## config.mk

```make
export PLATFORM = sky130hd
export DESIGN_NAME = siwo_fetch_queue
export DESIGN_NICKNAME = d
export VERILOG_FILES = /design/src/rtl/siwo_fetch_queue.sv
export SDC_FILE = /design/constraint.sdc
export NUM_CORES = 1
export LEC_CHECK = 0
export ABC_CLOCK_PERIOD_IN_PS = 3200
export CORE_MARGIN = 5
export CORE_UTILIZATION = 57
export CTS_BUF_LIST = sky130_fd_sc_hd__clkbuf_4
export DETAILED_ROUTE_END_ITERATION = 10
export PLACE_DENSITY = 0.83
export SKIP_CTS_REPAIR_TIMING = 1
export SYNTH_ARGS = -nofsm -noshare
export SYNTH_HDL_FRONTEND = slang
export SYNTH_SLANG_ARGS = --single-unit
```

## constraint.sdc

```tcl
create_clock -name clk_i -period 3.2 [get_ports clk_i]
set_clock_uncertainty 0.2 [all_clocks]
set_input_delay 0.64 -clock clk_i [delete_from_list [all_inputs] [get_ports clk_i]]
set_output_delay 0.64 -clock clk_i [all_outputs]
set_load 0.02 [all_outputs]
```

## src/rtl/siwo_fetch_queue.sv

```systemverilog
// siwo_fetch_queue: decoupled instruction fetch unit with PC, prefetch queue,
// absolute/PC-relative redirect, sticky halt and retired-instruction counter.
// Optional build macro: SIWO_FETCH_BYPASS_EN -- when the queue is empty, a
// response arriving this cycle is shown directly on the head outputs.
module siwo_fetch_queue #(
    parameter int INSN_WIDTH = 9,
    parameter int ADDR_WIDTH = 8,
    parameter int DEPTH      = 4,
    parameter int CNT_WIDTH  = 16,
    parameter logic [ADDR_WIDTH-1:0] RESET_PC = '0
) (
    input  logic                  clk_i,
    input  logic                  rst_ni,
    input  logic                  run_i,
    output logic                  imem_req_o,
    output logic [ADDR_WIDTH-1:0] imem_addr_o,
    input  logic [INSN_WIDTH-1:0] imem_data_i,
    output logic                  valid_o,
    output logic [INSN_WIDTH-1:0] instruction_o,
    output logic [ADDR_WIDTH-1:0] insn_addr_o,
    input  logic                  ready_i,
    input  logic                  redirect_i,
    input  logic                  relative_i,
    input  logic [ADDR_WIDTH-1:0] target_i,
    input  logic                  halt_i,
    output logic                  halted_o,
    output logic [CNT_WIDTH-1:0]  insn_count_o
);

    localparam int PTR_W = $clog2(DEPTH);
    localparam int CNT_W = PTR_W + 1;
    localparam logic [CNT_W:0] DEPTH_L = (CNT_W + 1)'(DEPTH);

    logic [INSN_WIDTH-1:0] insn_mem_q [DEPTH];
    logic [ADDR_WIDTH-1:0] addr_mem_q [DEPTH];

    logic [PTR_W-1:0]      head_q, head_d, tail_q, tail_d;
    logic [CNT_W-1:0]      count_q, count_d;
    logic                  inflight_q, inflight_d;
    logic [ADDR_WIDTH-1:0] inflight_addr_q, inflight_addr_d;
    logic [ADDR_WIDTH-1:0] pc_q, pc_d;
    logic                  halted_q, halted_d;
    logic [CNT_WIDTH-1:0]  insn_count_q, insn_count_d;

    logic                  queue_empty;
    logic                  bypass;
    logic                  consume;
    logic                  flush;
    logic                  push;
    logic                  pop;
    logic                  issue;
    logic [CNT_W:0]        occupancy;
    logic [INSN_WIDTH-1:0] head_insn;
    logic [ADDR_WIDTH-1:0] head_addr;

    // Head selection, handshake decode and request issue.
    always_comb begin
        queue_empty = (count_q == '0);
`ifdef SIWO_FETCH_BYPASS_EN
        bypass = queue_empty && inflight_q;
`else
        bypass = 1'b0;
`endif
        head_insn = bypass ? imem_data_i     : insn_mem_q[head_q];
        head_addr = bypass ? inflight_addr_q : addr_mem_q[head_q];

        valid_o       = !halted_q && (!queue_empty || bypass);
        instruction_o = valid_o ? head_insn : '0;
        insn_addr_o   = valid_o ? head_addr : '0;

        consume = valid_o && ready_i;
        flush   = consume && (redirect_i || halt_i);
        pop     = consume && !queue_empty;
        // A bypassed response that is consumed on arrival never enters the queue.
        push    = inflight_q && !flush && !(consume && queue_empty);

        occupancy = {1'b0, count_q} + {{CNT_W{1'b0}}, inflight_q};
        // Reset gates the request so it reads low while rst_ni is held.
        issue = rst_ni && run_i && !halted_q && !flush && (occupancy < DEPTH_L);

        imem_req_o   = issue;
        imem_addr_o  = pc_q;
        halted_o     = halted_q;
        insn_count_o = insn_count_q;
    end

    // Next-state for pointers, occupancy, PC, halt and counter.
    always_comb begin
        head_d  = head_q;
        tail_d  = tail_q;
        count_d = count_q;
        if (flush) begin
            head_d  = '0;
            tail_d  = '0;
            count_d = '0;
        end else begin
            if (push) tail_d = tail_q + PTR_W'(1);
            if (pop)  head_d = head_q + PTR_W'(1);
            if (push && !pop)      count_d = count_q + CNT_W'(1);
            else if (pop && !push) count_d = count_q - CNT_W'(1);
        end

        pc_d = pc_q;
        if (consume && redirect_i && !halt_i)
            pc_d = relative_i ? (head_addr + target_i) : target_i;
        else if (issue)
            pc_d = pc_q + ADDR_WIDTH'(1);

        inflight_d      = issue;
        inflight_addr_d = pc_q;
        halted_d        = halted_q || (consume && halt_i);
        insn_count_d    = consume ? (insn_count_q + CNT_WIDTH'(1)) : insn_count_q;
    end

    // Control state registers; reset discards all queued and in-flight work.
    always_ff @(posedge clk_i or negedge rst_ni) begin
        if (!rst_ni) begin
            head_q          <= '0;
            tail_q          <= '0;
            count_q         <= '0;
            inflight_q      <= 1'b0;
            inflight_addr_q <= '0;
            pc_q            <= RESET_PC;
            halted_q        <= 1'b0;
            insn_count_q    <= '0;
        end else begin
            head_q          <= head_d;
            tail_q          <= tail_d;
            count_q         <= count_d;
            inflight_q      <= inflight_d;
            inflight_addr_q <= inflight_addr_d;
            pc_q            <= pc_d;
            halted_q        <= halted_d;
            insn_count_q    <= insn_count_d;
        end
    end

    // Queue storage; contents are only observed through count_q so no reset needed.
    always_ff @(posedge clk_i) begin
        if (push) begin
            insn_mem_q[tail_q] <= imem_data_i;
            addr_mem_q[tail_q] <= inflight_addr_q;
        end
    end

endmodule

```

### Yosys cells after proc, flatten, opt, wreduce, memory -nomap -nowiden

Memories as Yosys holds them, arrays and structs flattened.
Cells that the tools add are included.

* memories: 2
* bits in registers: 41
* output and inout port bits: 44
* RAM bits: 68
* word-level logic and storage cells: 63
* input port bits: 24

Memories
* insn_mem_q: depth 4, bits a word 9, rd ports 1, clocked after Yosys merged registers in 0, wr ports 1, RTL line 34 `logic [INSN_WIDTH-1:0] insn_mem_q [DEPTH];`
* addr_mem_q: depth 4, bits a word 8, rd ports 1, clocked after Yosys merged registers in 0, wr ports 1, RTL line 35 `logic [ADDR_WIDTH-1:0] addr_mem_q [DEPTH];`

* mux-type cells: 14
* reduce and logical (&&, ||, !) cells: 30
* order comparisons: 1
* $add $sub $neg: 8

Operators with widths (count)
* $mux 8: 4
* $add 16x1->16 const B: 1
* $logic_and 1x1->1: 16
* $mux 3: 3
* $mux 9: 1
* $add 8x1->8 const B: 1
* $add 8x8->8: 1
* $mux 2: 4
* $logic_not 1->1: 7
* $reduce_bool 2->1: 3
* $add 2x1->2 const B: 2
* $add 3x1->4: 1
* $lt 4x3->1 const B: 1
* $add 3x1->3 const B: 1
* $logic_not 3->1: 1
* $reduce_bool 3->1: 1
* $sub 3x1->3 const B: 1
* $logic_or 1x1->1: 2
* $mux 1: 2

### Logic depth before layout (Yosys ltp)

Gate-level depths: netlist of run 1.

* word-level depth: 13
* depth in mapped cells: 10

### Worst setup path after synthesis of run 1

No wires, ideal clock.

* path type: flip-flop to flip-flop
* from: reg head_q[0]
* to: reg pc_q[4], in the netlist imem_addr_o[4]
* data required time: 2.880 ns
* arrival: 2.374 ns
* path buffers: 1
* clock period less this slack: 2.694 ns
* slack: 0.506 ns
* stages on the path, launching flop included: 11
* path through: dfrtp_1 > buf_2 > mux4_2 > ha_1 > inv_1 > fa_1 > nor2b_1 > o21ai_0 > nand3_1 > a31o_2 > o211a_1

* cells in the longest elaborated chain, start to end: 4

RTL lines
* start: declaration: RTL line 37 `logic [PTR_W-1:0] head_q, head_d, tail_q, tail_d;`
* start signal: assignment: RTL line 118 `head_q <= '0;`
* start signal: assignment: RTL line 127 `head_q <= head_d;`
* $mem_v2 4x8
* $add 8x8->8: RTL line 105 `pc_d = relative_i ? (head_addr + target_i) : target_i;`
* $mux 8: RTL line 105
* $mux 8: RTL line 104 `if (consume && redirect_i && !halt_i)`
* end signal: assignment: RTL line 132 `pc_q <= pc_d;`
* end: declaration: RTL line 41 `logic [ADDR_WIDTH-1:0] pc_q, pc_d;`

No other way between the ends.
A chain may end at the register's enable or synchronous reset.

### Worst setup path after layout of run 1

* from: reg head_q[0]
* to: out instruction_o[3]

* cells in the longest elaborated chain, start to end: 2

RTL lines
* $mem_v2 4x9
* $mux 9: RTL line 68 `instruction_o = valid_o ? head_insn : '0;`
* end: declaration: RTL line 19 `output logic [INSN_WIDTH-1:0] instruction_o,`

No other way between the ends.

==> impl_metrics.json, run 1 <==
{
  "status": "finished clean",
  "synth.distinct_cells": 50,
  "coreArea_um2": 8300,
  "drt-wirelength-per-cell_um": 18.8,
  "synth-edff-count": 68,
  "slew_viol_final": 0,
  "hp-class": "input pin to async pin",
  "drive_gt1_share_pct": 12.6,
  "grt_max_degree": 42,
  "ir_drop_mv": 0.498,
  "num_antenna_cells": 0,
  "syn_area_um2": 4890,
  "grt.total_usage_pct": 20.3,
  "place.gp.congestion": 0.836,
  "cts.reportedPaths.clkPinSlew_ns": 0.16,
  "die_area_um2": 10500,
  "final_nets": 461,
  "fin_crit_ns": 3.09,
  "syn_nets": 382,
  "fin_crit_sh_pct": 96.6,
  "cts_buffer_depth": 2,
  "cap_violations": 0,
  "tritoncts": "done",
  "hold_viol_final": 0,
  "drc": 0,
  "initial_core_util_pct": 58.9,
  "cp_max_fo": 7,
  "syn_inst": 343,
  "rsz0062_at_grt": "false",
  "yosys-top-cells-area": "edfxtp_1 42%, dfrtp_1 21%, mux4_2 7.8%, ha_1 3.3%, xnor2_1 2.3%",
  "die_h_um": 103,
  "slew_headroom_pct": 38.6,
  "yosysSeqAreaShare_pct": 62.7,
  "fin_setup_tns_ns": 0,
  "vias": 3073,
  "hpwl_mm": 7.03,
  "ys_top_cells_by_count": "68 x edfxtp_1, 41 x dfrtp_1, 20 x nand2_1",
  "root_buffer": "clkbuf_4",
  "synthFlopType": "edfxtp_1",
  "critPathKind": "register to output pin",
  "pin_count": 68,
  "grt-ovfl-total": 0,
  "port_buffers": 67,
  "die-width_um": 103,
  "cp.required_ns": 2.36,
  "nFillCells": 550,
  "synth_seq_cells": 109,
  "routed_wl_mm": 10.0,
  "drtIter0Drc": 142,
  "avgSynthCellArea_um2": 14.3,
  "yosys_warnings": 0,
  "setup_viol": 0,
  "place_inst": 516,
  "fp-row-count": 33,
  "drtAntennaViolNets": 0,
  "worstPathArrival_ns": 2.25,
  "clkLatencyLatePin_ns": 0.44,
  "cts_sinks": 109,
  "instances_no_fill": 532,
  "first_global_vias": 3127,
  "antenna_found_initial": 0,
  "critical_path.startpoint_type": "register",
  "power_density_nw_per_um2": 747,
  "p_leak_nw": 2.45,
  "synthMostInstantiatedCell": "edfxtp_1",
  "synth_area_leader_cell": "edfxtp_1",
  "max_slew.worst_pin.slew_ns": 0.921,
  "endpoint_kind": "output pin",
  "numCtsBuffers": 9,
  "firstDrtPassIters": 4,
  "area_growth_pct": 21.4,
  "synth_top_area_share_pct": 41.7,
  "vias_per_cell": 5.78,
  "htree_levels": 3,
  "max_freq_mhz": 323,
  "final_util_pct": 71.6,
  "synth-async-reset-ratio_pct": 37.6,
  "grt_first_pass_wirelength_mm": 16.1
}
[per-layer routing]
| layer | global-route usage [%] | wire [um] |
|---|---|---|
| met1 | 26.4 | 4080 |
| met2 | 35.3 | 5250 |
| met3 | 3.04 | 555 |
| met4 | 6.46 | 143 |
| met5 | 0 | 0 |
[worst max-delay path: stages (launching register included)]
cell and delay, ns:
dfrtp_1 0.40, buf_4 0.19, mux4_2 0.52, and2_1 0.18, clkdlybuf4s50_1 0.54
[final timing paths]
kind,startpoint,endpoint,slack [ns],cells past startpoint
worst max-delay path,head_q[0]$_DFFE_PN0P_,instruction_o[3],0.11,4
worst min-delay path,rst_ni,insn_count_o[7]$_DFFE_PN0N_,0.08,2
worst max register to register,head_q[0]$_DFFE_PN0P_,imem_addr_o[6]$_DFFE_PN0P_,0.34,10
worst min register to register,imem_addr_o[7]$_DFFE_PN0P_,inflight_addr_q[7]$_DFF_PN0_,0.25,0
max in group asynchronous,rst_ni,head_q[1]$_DFFE_PN0P_,2.32,2
min in group clk_i,imem_addr_o[7]$_DFFE_PN0P_,inflight_addr_q[7]$_DFF_PN0_,0.25,0
[layout by cell type, fill, tap and decap left out, drive strengths merged, types with 14 or more instances in the layout]
| cell | synthesis | layout |
|---|---|---|
| nor2 | 16 | 16 |
| mux4 | 17 | 17 |
| dfrtp | 41 | 41 |
| edfxtp | 68 | 68 |
| nand2 | 20 | 20 |
| clkdlybuf4s50 | 0 | 54 |
| buf | 7 | 14 |
| inv | 14 | 16 |
| and2 | 17 | 17 |
[power breakdown]
part           switching, W  total, W  internal [W]
logic              0.000865   0.00169      0.000820
registers          0.000251   0.00200       0.00175
clock network      0.000431  0.000753      0.000322
total               0.00155   0.00444       0.00289
[flip-flops by register name (all words and copies together), names as in the netlist]
name / flops
inflight_q: 1
count_q: 3
head_q: 2
halted_o: 1
tail_q: 2
addr_mem_q: 32
insn_count_o: 16
imem_addr_o: 8
insn_mem_q: 36
inflight_addr_q: 8
[through the flow]
stage	worst slack [ns]	instance area, um2	hold WS, ns	total power, W
final	0.108	5940	0.0778	0.00444
after detailed placement	0.164	5730	0.215	0.00370
after CTS	-0.321	5890	0.0867	0.00445
after floorplan	0.506	4890	0.144	0.00302
after global placement	0.209	5730	0.217	0.00362
after global routing	0.00971	5940	0.0981	0.00470
[final cells by class]
class | count | area (um2) | share of cell area [%]
sequential | 109 | 3070 | 51.7
clock buffer | 9 | 67.6 | 1.14
timing repair buffer | 80 | 797 | 13.4
tap | 105 | 131 | 2.21
clock inverter | 7 | 96.3 | 1.62
multi-input combinational | 208 | 1720 | 29.0
inverter | 14 | 52.6 | 0.885
[logic make-up after synthesis]
kind of cell    after synthesis  share of synthesized area [%]
compound gates               39                           5.47
simple gates                108                           12.2
xor+xnor                     24                           4.30
flops                       109                           62.7
mux                          22                           8.88
buf+inv                      26                           2.28
fa+ha+maj                    15                           4.14
Note: power is estimated with default switching activity, not from simulation.
==> inputs of run 2 (changes only) <==
--- a/config.mk
+++ b/config.mk
@@ -7,11 +7,13 @@
 export LEC_CHECK = 0
 export ABC_CLOCK_PERIOD_IN_PS = 3200
 export CORE_MARGIN = 5
-export CORE_UTILIZATION = 57
+export CORE_UTILIZATION = 50
 export CTS_BUF_LIST = sky130_fd_sc_hd__clkbuf_4
 export DETAILED_ROUTE_END_ITERATION = 10
-export PLACE_DENSITY = 0.83
+export MAX_ROUTING_LAYER = met4
+export PLACE_DENSITY = 0.74
 export SKIP_CTS_REPAIR_TIMING = 1
+export SLEW_MARGIN = 5
 export SYNTH_ARGS = -nofsm -noshare
 export SYNTH_HDL_FRONTEND = slang
 export SYNTH_SLANG_ARGS = --single-unit
==> impl_metrics.json, run 2 (synthesized netlist as in run 1, its figures left out) <==
{
  "drc": 0,
  "fp-row-count": 36,
  "vias_per_cell": 5.31,
  "cts.reportedPaths.clkPinSlew_ns": 0.16,
  "cpMaxStageDelayCell": "mux4_2",
  "firstDrtPassIters": 4,
  "htree_levels": 3,
  "worstPathArrival_ns": 2.26,
  "cap_violations": 0,
  "drive_gt1_share_pct": 13.1,
  "grt.total_usage_pct": 17.5,
  "endpoint_kind": "output pin",
  "grt-ovfl-total": 0,
  "place.gp.congestion": 0.819,
  "setup_viol": 0,
  "drt-wirelength-per-cell_um": 16.9,
  "hpwl_mm": 6.61,
  "numCtsBuffers": 9,
  "clkLatencyLatePin_ns": 0.44,
  "hp-class": "input pin to async pin",
  "r2r_slack_ns": 0.28,
  "dpl_cell_area_um2": 5770,
  "num_antenna_cells": 0,
  "fin_crit_sh_pct": 96.8,
  "cp_slowest_stage_delay_ns": 0.53,
  "cp_max_fo": 4,
  "die_h_um": 109,
  "pin_count": 68,
  "drtIter0Drc": 162,
  "antenna_found_initial": 0,
  "regMostFlops": "insn_mem_q",
  "drtAntennaViolNets": 0,
  "root_buffer": "clkbuf_4",
  "ir_drop_mv": 0.405,
  "initial_core_util_pct": 50.7,
  "tritoncts": "done",
  "final_cell_mix": "68 x edfxtp_1, 55 x clkdlybuf4s50_1, 39 x dfrtp_1",
  "cp.required_ns": 2.36,
  "hold_viol_final": 0,
  "first_global_vias": 3053,
  "fin_crit_ns": 3.10,
  "final_nets": 462,
  "fin_setup_tns_ns": 0,
  "area_growth_pct": 21.9,
  "critPathKind": "register to output pin",
  "status": "finished clean",
  "slew_headroom_pct": 40.3,
  "port_buffers": 67,
  "final_util_pct": 61.9,
  "critical_path.startpoint_type": "register",
  "coreArea_um2": 9640,
  "p_leak_nw": 2.42,
  "grt_max_degree": 42,
  "final_common_cell": "edfxtp_1",
  "die_area_um2": 11900,
  "die-width_um": 109,
  "path_cells": "buf_4 > mux4_2 > and2_1 > clkdlybuf4s50_1",
  "vias": 2980,
  "largest_reg_flops": 36,
  "grt_first_pass_wirelength_mm": 15.3,
  "rsz0062_at_grt": "false",
  "routed_wl_mm": 9.45,
  "slew_viol_final": 0,
  "cts_sinks": 109,
  "final_area_um2": 5960,
  "power_density_nw_per_um2": 728,
  "max_freq_mhz": 323,
  "max_slew.worst_pin.slew_ns": 0.895,
  "cts_buffer_depth": 2
}
## run 2: per-layer routing
layer | wire length [um] | up-vias | global-route usage (%)
met5 | 0 | - | -
met4 | 27 | 0 | 5.95
met3 | 425 | 2 | 2.72
met2 | 4880 | 79 | 28.8
met1 | 4120 | 1464 | 22.1
li1 | - | 1435 | -
## run 2: worst paths after layout
kind | start | end | depth (start not counted)
worst max-delay path | head_q[0]$_DFFE_PN0P_ | insn_addr_o[2] | 4
worst min-delay path | rst_ni | count_q[2]$_DFFE_PN0P_ | 2
worst max register to register | head_q[0]$_DFFE_PN0P_ | imem_addr_o[6]$_DFFE_PN0P_ | 10
worst min register to register | imem_addr_o[7]$_DFFE_PN0P_ | inflight_addr_q[7]$_DFF_PN0_ | 0
max in group asynchronous | rst_ni | head_q[0]$_DFFE_PN0P_ | 2
min in group clk_i | imem_addr_o[7]$_DFFE_PN0P_ | inflight_addr_q[7]$_DFF_PN0_ | 0
## run 2: critical path: cells and delay by family, from the launching register on
family,cells,cell delay (ns)
AND/OR/NAND/NOR,1,0.18
flip-flops,1,0.45
buffers and inverters,2,0.67
multiplexers,1,0.53
## run 2: through the flow
stage | hold WS [ns] | setup WS, ns | std cells | total power (W)
finish | 0.0718 | 0.104 | 561 | 0.00434
global route | 0.0794 | 0.00814 | 561 | 0.00462
CTS | 0.0462 | -0.445 | 560 | 0.00438
detailed placement | 0.235 | 0.0910 | 544 | 0.00369
global placement | 0.232 | 0.173 | 544 | 0.00363
floorplan | 0.144 | 0.506 | 343 | 0.00302
## run 2: final cells by class
| class | instances | area, um2 |
|---|---|---|
| fill | 761 | 3670 |
| sequential | 109 | 3070 |
| multi-input combinational | 208 | 1720 |
| timing repair buffer | 81 | 811 |
| tap | 133 | 166 |
| clock inverter | 7 | 77.6 |
| clock buffer | 9 | 67.6 |
| inverter | 14 | 52.6 |
## run 2: power breakdown
part	leakage [nW]	switching (W)	internal [W]
clock	0.0725	0.000439	0.000247
sequential	1.13	0.000254	0.00175
combinational	1.22	0.000835	0.000824
